<file path="src/rtl/mc_register_bank_pkg.sv">
// Shared definitions for the MCOI register bank: register array type, bank address map
// and the byte-lane mask helper.
package MCPkg;

   localparam int unsigned MAX_REGS    = 64;
   localparam int unsigned WORD_BITS   = 32;
   localparam int unsigned LANES       = WORD_BITS / 8;
   localparam int unsigned ADDR_LSB    = 2;
   localparam int unsigned CTRL_BASE_W = 0;
   localparam int unsigned STAT_BASE_W = 64;

   typedef logic [MAX_REGS-1:0][WORD_BITS-1:0] regarray_t;

   // Expand per-byte write enables into a per-bit mask.
   function automatic logic [WORD_BITS-1:0] lane_mask(input logic [LANES-1:0] we);
      logic [WORD_BITS-1:0] mask;
      mask = '0;
      for (int b = 0; b < int'(LANES); b++) begin
         mask[8*b +: 8] = {8{we[b]}};
      end
      return mask;
   endfunction

endpackage

</file>
<file path="src/rtl/mc_w1c_sticky.sv">
// One 32-bit sticky status word: bits latch when set, clear on byte-enabled write-1-to-clear.
// A set in the same cycle as its clear wins, so no event is ever lost.
module mc_w1c_sticky
   import MCPkg::*;
#(
   parameter logic [31:0] STICKY_MASK = '0
) (
   input  logic        Clk_ik,
   input  logic        Rst_irn,
   input  logic [31:0] set_ib,
   input  logic [31:0] clr_ib,
   input  logic [3:0]  be_ib,
   output logic [31:0] sticky_ob
);

   logic [31:0] sticky_d, sticky_q;
   logic [31:0] clr_mask;

   always_comb begin
      clr_mask = clr_ib & lane_mask(be_ib);
      sticky_d = ((sticky_q & ~clr_mask) | set_ib) & STICKY_MASK;
   end

   always_ff @(posedge Clk_ik or negedge Rst_irn) begin
      if (!Rst_irn) begin
         sticky_q <= '0;
      end else begin
         sticky_q <= sticky_d;
      end
   end

   assign sticky_ob = sticky_q;

endmodule

</file>
<file path="src/rtl/mc_register_bank.sv">
// Parametrised control/status register bank behind a BRAM-style port: byte-lane control writes,
// self-clearing pulse bits, sticky W1C status bits, read-first data and invalid-access flagging.
module mc_register_bank
   import MCPkg::*;
#(
   parameter int unsigned NUM_CTRL    = 8,
   parameter int unsigned NUM_STAT    = 8,
   parameter int unsigned STAT_BASE   = STAT_BASE_W,
   parameter regarray_t   CTRL_RESET  = '0,
   parameter regarray_t   PULSE_MASK  = '0,
   parameter regarray_t   STICKY_MASK = '0
) (
   input  logic                           Clk_ik,
   input  logic                           Rst_irn,
   input  logic                           en_i,
   input  logic [31:0]                    addr_ib,
   input  logic [31:0]                    din_ib,
   input  logic [3:0]                     we_ib,
   output logic [31:0]                    dout_ob,
   output logic [NUM_CTRL-1:0][31:0]      control_ob,
   output logic [NUM_CTRL-1:0]            ctrl_wr_ob,
   input  logic [NUM_STAT-1:0][31:0]      status_ib,
   output logic                           bad_access_o
);

   logic [29:0]                 word_idx;
   logic                        ctrl_hit, stat_hit, wr_req;
   logic [31:0]                 wr_mask;
   logic [NUM_CTRL-1:0]         ctrl_sel;
   logic [NUM_STAT-1:0]         stat_sel;
   logic [NUM_STAT-1:0][31:0]   stat_word;
   logic [NUM_STAT-1:0][31:0]   stat_clr;
   logic [NUM_STAT-1:0][31:0]   sticky;
   logic [31:0]                 rdata;

   logic [NUM_CTRL-1:0][31:0]   ctrl_d, ctrl_q;
   logic [NUM_CTRL-1:0]         ctrl_wr_d, ctrl_wr_q;
   logic [31:0]                 dout_d, dout_q;
   logic                        bad_d, bad_q;

   logic                        unused_addr_lsb;
   assign unused_addr_lsb = ^addr_ib[ADDR_LSB-1:0];

   assign word_idx = addr_ib[31:ADDR_LSB];
   assign ctrl_hit = (word_idx >= 30'(CTRL_BASE_W)) && (word_idx < 30'(CTRL_BASE_W + NUM_CTRL));
   assign stat_hit = (word_idx >= 30'(STAT_BASE)) && (word_idx < 30'(STAT_BASE + NUM_STAT));
   assign wr_req   = en_i && (we_ib != '0);
   assign wr_mask  = lane_mask(we_ib);

   // Address decode into one-hot word selects.
   always_comb begin
      ctrl_sel = '0;
      stat_sel = '0;
      for (int i = 0; i < int'(NUM_CTRL); i++) begin
         ctrl_sel[i] = ctrl_hit && (word_idx == 30'(CTRL_BASE_W + i));
      end
      for (int j = 0; j < int'(NUM_STAT); j++) begin
         stat_sel[j] = stat_hit && (word_idx == 30'(STAT_BASE + j));
      end
   end

   // Status view and W1C vectors per status word.
   always_comb begin
      stat_word = '0;
      stat_clr  = '0;
      for (int j = 0; j < int'(NUM_STAT); j++) begin
         stat_word[j] = (status_ib[j] & ~STICKY_MASK[j]) | sticky[j];
         stat_clr[j]  = (wr_req && stat_sel[j]) ? din_ib : 32'h0;
      end
   end

   for (genvar g = 0; g < int'(NUM_STAT); g++) begin : g_sticky
      mc_w1c_sticky #(
         .STICKY_MASK (STICKY_MASK[g])
      ) u_sticky (
         .Clk_ik    (Clk_ik),
         .Rst_irn   (Rst_irn),
         .set_ib    (status_ib[g]),
         .clr_ib    (stat_clr[g]),
         .be_ib     (we_ib),
         .sticky_ob (sticky[g])
      );
   end

   // Pulse bits drop every cycle; a write in this cycle re-arms them for one more cycle.
   always_comb begin
      ctrl_d    = '0;
      ctrl_wr_d = '0;
      for (int i = 0; i < int'(NUM_CTRL); i++) begin
         ctrl_d[i] = ctrl_q[i] & ~PULSE_MASK[i];
         if (wr_req && ctrl_sel[i]) begin
            ctrl_d[i] = (ctrl_d[i] & ~wr_mask) | (din_ib & wr_mask);
         end
         ctrl_wr_d[i] = wr_req && ctrl_sel[i];
      end
   end

   // Read mux uses pre-write state; unmapped words read as zero.
   always_comb begin
      rdata = '0;
      for (int i = 0; i < int'(NUM_CTRL); i++) begin
         if (ctrl_sel[i]) begin
            rdata = rdata | (ctrl_q[i] & ~PULSE_MASK[i]);
         end
      end
      for (int j = 0; j < int'(NUM_STAT); j++) begin
         if (stat_sel[j]) begin
            rdata = rdata | stat_word[j];
         end
      end
      dout_d = en_i ? rdata : dout_q;
      bad_d  = en_i && !ctrl_hit && !stat_hit;
   end

   always_ff @(posedge Clk_ik or negedge Rst_irn) begin
      if (!Rst_irn) begin
         for (int i = 0; i < int'(NUM_CTRL); i++) begin
            ctrl_q[i] <= CTRL_RESET[i];
         end
         ctrl_wr_q <= '0;
         dout_q    <= '0;
         bad_q     <= 1'b0;
      end else begin
         ctrl_q    <= ctrl_d;
         ctrl_wr_q <= ctrl_wr_d;
         dout_q    <= dout_d;
         bad_q     <= bad_d;
      end
   end

   assign control_ob   = ctrl_q;
   assign ctrl_wr_ob   = ctrl_wr_q;
   assign dout_ob      = dout_q;
   assign bad_access_o = bad_q;

endmodule

</file>
<file path="config.mk">
export PLATFORM = sky130hd
export DESIGN_NAME = mc_register_bank
export DESIGN_NICKNAME = d
export VERILOG_FILES = /design/src/rtl/mc_register_bank_pkg.sv /design/src/rtl/mc_w1c_sticky.sv /design/src/rtl/mc_register_bank.sv
export SDC_FILE = /design/constraint.sdc
export NUM_CORES = 1
export LEC_CHECK = 0
export BUFFER_PORTS_ARGS = -buffer_cell sky130_fd_sc_hd__buf_2
export CAP_MARGIN = 20
export CORE_AREA = 2 2 243 245
export DETAILED_ROUTE_END_ITERATION = 7
export DIE_AREA = 0 0 245 247
export PLACE_DENSITY = 0.55
export SETUP_SLACK_MARGIN = 0.15
export SLEW_MARGIN = 15
export SYNTH_ARGS = -nofsm -noshare
export SYNTH_HDL_FRONTEND = slang
export SYNTH_SLANG_ARGS = --single-unit
export TNS_END_PERCENT = 30
</file>
<file path="constraint.sdc">
create_clock -name Clk_ik -period 2.03 [get_ports Clk_ik]
set_input_delay 0.1015 -clock Clk_ik [delete_from_list [all_inputs] [get_ports Clk_ik]]
set_output_delay 0.1015 -clock Clk_ik [all_outputs]
set_load 0.01 [all_outputs]
</file>
==> metrics.cfg <==
[clock_tree]
cts_tree = yes
cts_htree_levels = 2
clock_latency_ns = 0.54
clk_pin_slew_ns = 0.06
cts_max_path_buffers = 3
cts-root-buf = clkbuf_16
cts-buffers-inserted = 36
clock_sinks = 297
postCtsSetupBuffers = 0

[detailed_routing]
post_drt_wl_per_cell_um = 29.2
drc_errors = 0
firstDrtPassIters = 8
viasPerCell = 5.33
ant_nets = 0
drtIter0Drc = 1158
vias = 14900
wirelength_um = 81400

[flow_run]
maxCapViolations = 0

[yosys]
yosys-top-cells-area = dfrtp_1 49%, mux2_2 18%, a22o_1 3.8%
syn_avg_cell_area_um2 = 12.4
yosysSeqAreaShare_pct = 48.9
synthArstFlopShare_pct = 100
syn-num-nets = 1557
synth_top_area_share_pct = 48.9
synthTopCellsByCount = 297 x dfrtp_1, 246 x mux2_2, 70 x clkbuf_1
synth-seq-cells = 297
ys_warn_count = 0
synth.most_common_cell = dfrtp_1
synth_edf_count = 0
ys.flop_type = dfrtp_1
synth.distinct_cells = 54
syn_area_um2 = 15200
synthCells = 1230
yosysTopAreaCell = dfrtp_1

[setup_path]
max_stage_delay_ns = 0.69
cp-start-kind = input pin
cp_max_fo = 18
critPathTopFamily = compound AO/OA/AOI/OAI gates
crit_path_frequent_cell = buf_4
cp_slowest_cell = nor2_4
worstPathCellList = buf_2 -> buf_4 -> nor2_4 -> buf_4 -> a22o_1 -> a221oi_1 -> o21ai_1 -> o32a_1
cp_data_required_time_ns = 2.50
arrival_ns = 2.40
worstSetupPathType = in2reg
cp.buffers_inverters = 3
worst-r2r-cell-count = 5
worst-path-stages = 8
cp-end-kind = flop

[timing]
slew_viol_final = 0
final.period_utilization_pct = 95.0
fin_ws_ns = 0.101
hold_violations = 0
worstMarginPinSlew_ns = 0.998
skew_ns = 0.0159
relSlewSlack_pct = 33.3
fmaxAchievable_mhz = 518
period_needed_ns = 1.93
setup_viol = 0
rsz0062_at_grt = yes

[power_and_ir_drop]
powerDensity_nw_per_um2 = 631
leakagePower_nw = 11.8
max-vdd-ir-drop_uv = 414

[cells_and_area]
nets = 2309
synthToLayoutAreaGrowth_pct = 46.6
final_util_pct = 38.3
drive_above_1_share_pct = 56.6

[floorplanning]
core-area_um2 = 58200
die_h_um = 247
initial_utilization_pct = 26.1
io_pins = 624
dieArea_um2 = 60500
die_x_um = 245
rows = 89

[place]
hpwl_um = 63600
gp_congestion = 0.878
port_buffers = 621
dpl_worst_slack_ns = -0.697

[status]
status = finished clean

[min_path]
hold_path_depth = 5
min_path_type = in2reg

[grt]
antenna_found_initial = 14
grt_max_degree = 69
grt_pass1_vias = 14700
grt_pass1_wl_um = 111000
grt_overflow_total = 0
grtUsageTotal_pct = 25.8

==> cell families (layout without fill, tap and decap cells) <==
kind of cell | count (synthesis) | count (layout) | share of synthesized area (%)
AND/OR/NAND/NOR | 175 | 176 | 7.36
flip-flops | 297 | 297 | 48.9
other | 0 | 9 | 0
buffers and inverters | 102 | 877 | 2.59
AO/OA/AOI/OAI | 330 | 330 | 17.3
multiplexers | 326 | 326 | 23.9
==> stage by stage <==
step                      hold slack [ns]  TNS [ns]  power (mW)  cells  cell area (µm²)
after global routing               0.0306         0        14.6   2785            22300
after CTS                         0.00184         0        14.2   2779            22300
after floorplan                    -0.194         0        6.59   1230            15300
final                              0.0374         0        14.1   2788            22300
after global placement              0.138    -30.71        7.67   2663            20600
after detailed placement            0.140    -32.59        7.69   2663            20600
==> placed cells by master, fill, tap and decap left out, types with 32 or more instances in the layout <==
master	count
dlygate4sd3_1	53
a22oi_1	52
clkbuf_16	37
a22o_1	66
mux2_2	246
dfrtp_1	297
buf_4	102
a221oi_1	33
mux2i_1	53
o2bb2ai_1	43
o21ai_0	32
buf_2	618
nand2_2	32
==> metal layers <==
| metal | share of wire, % | GRT usage (%) |
|---|---|---|
| met2 | 48 | 42.2 |
| met4 | 2.7 | 8.39 |
| met1 | 42 | 34.2 |
| met5 | 0.025 | 0 |
| met3 | 7.1 | 5.12 |
==> worst reg2reg max path: stages, from the launching register on <==
cell	delay, ns
dfrtp_1	0.41
mux4_2	0.47
and2_1	0.17
a221o_1	0.38
a22oi_1	0.19
o22ai_1	0.10
==> final timing paths <==
| kind | start | end | slack (ns) |
|---|---|---|---|
| worst max-delay path | addr_ib[2] | dout_ob[12] | 0.10 |
| min in group asynchronous | Rst_irn | dout_ob[22] | 0.14 |
| worst min register to register | dout_ob[5] | dout_ob[5] | 0.51 |
| worst max register to register | flop | dout_ob[23] | 0.18 |
| max in group asynchronous | Rst_irn | asynchronous set/reset pin | 1.05 |
| worst min-delay path | status_ib[74] | dout_ob[10] | 0.04 |
==> area by class of cell <==
| class | instances | area, µm² |
|---|---|---|
| Multi-Input combinational cell | 832 | 7660 |
| Inverter | 10 | 37.5 |
| Antenna cell | 9 | 22.5 |
| Fill cell | 5694 | 35900 |
| Tap cell | 773 | 967 |
| Sequential cell | 297 | 7430 |
| Clock buffer | 51 | 1040 |
| Timing Repair Buffer | 805 | 5020 |
| Clock inverter | 11 | 116 |
==> what timing repair did <==
item / 4_1_cts / 5_1_grt
endpoints found under the hold margin: 321 / 0
resized for setup: 4 / 1
endpoints found under the setup margin: 4 / 6
hold buffers: 53 / 0
pin swaps: 0 / 0
cloned: 1 / 0
==> where the power goes <==
part	internal [mW]	total, mW	switching (mW)
sequential	5.96	5.99	0.0296
combinational	0.711	1.68	0.971
clock	3.82	6.40	2.59
total	10.5	14.1	3.59
Power figures use the tool's default switching activity.
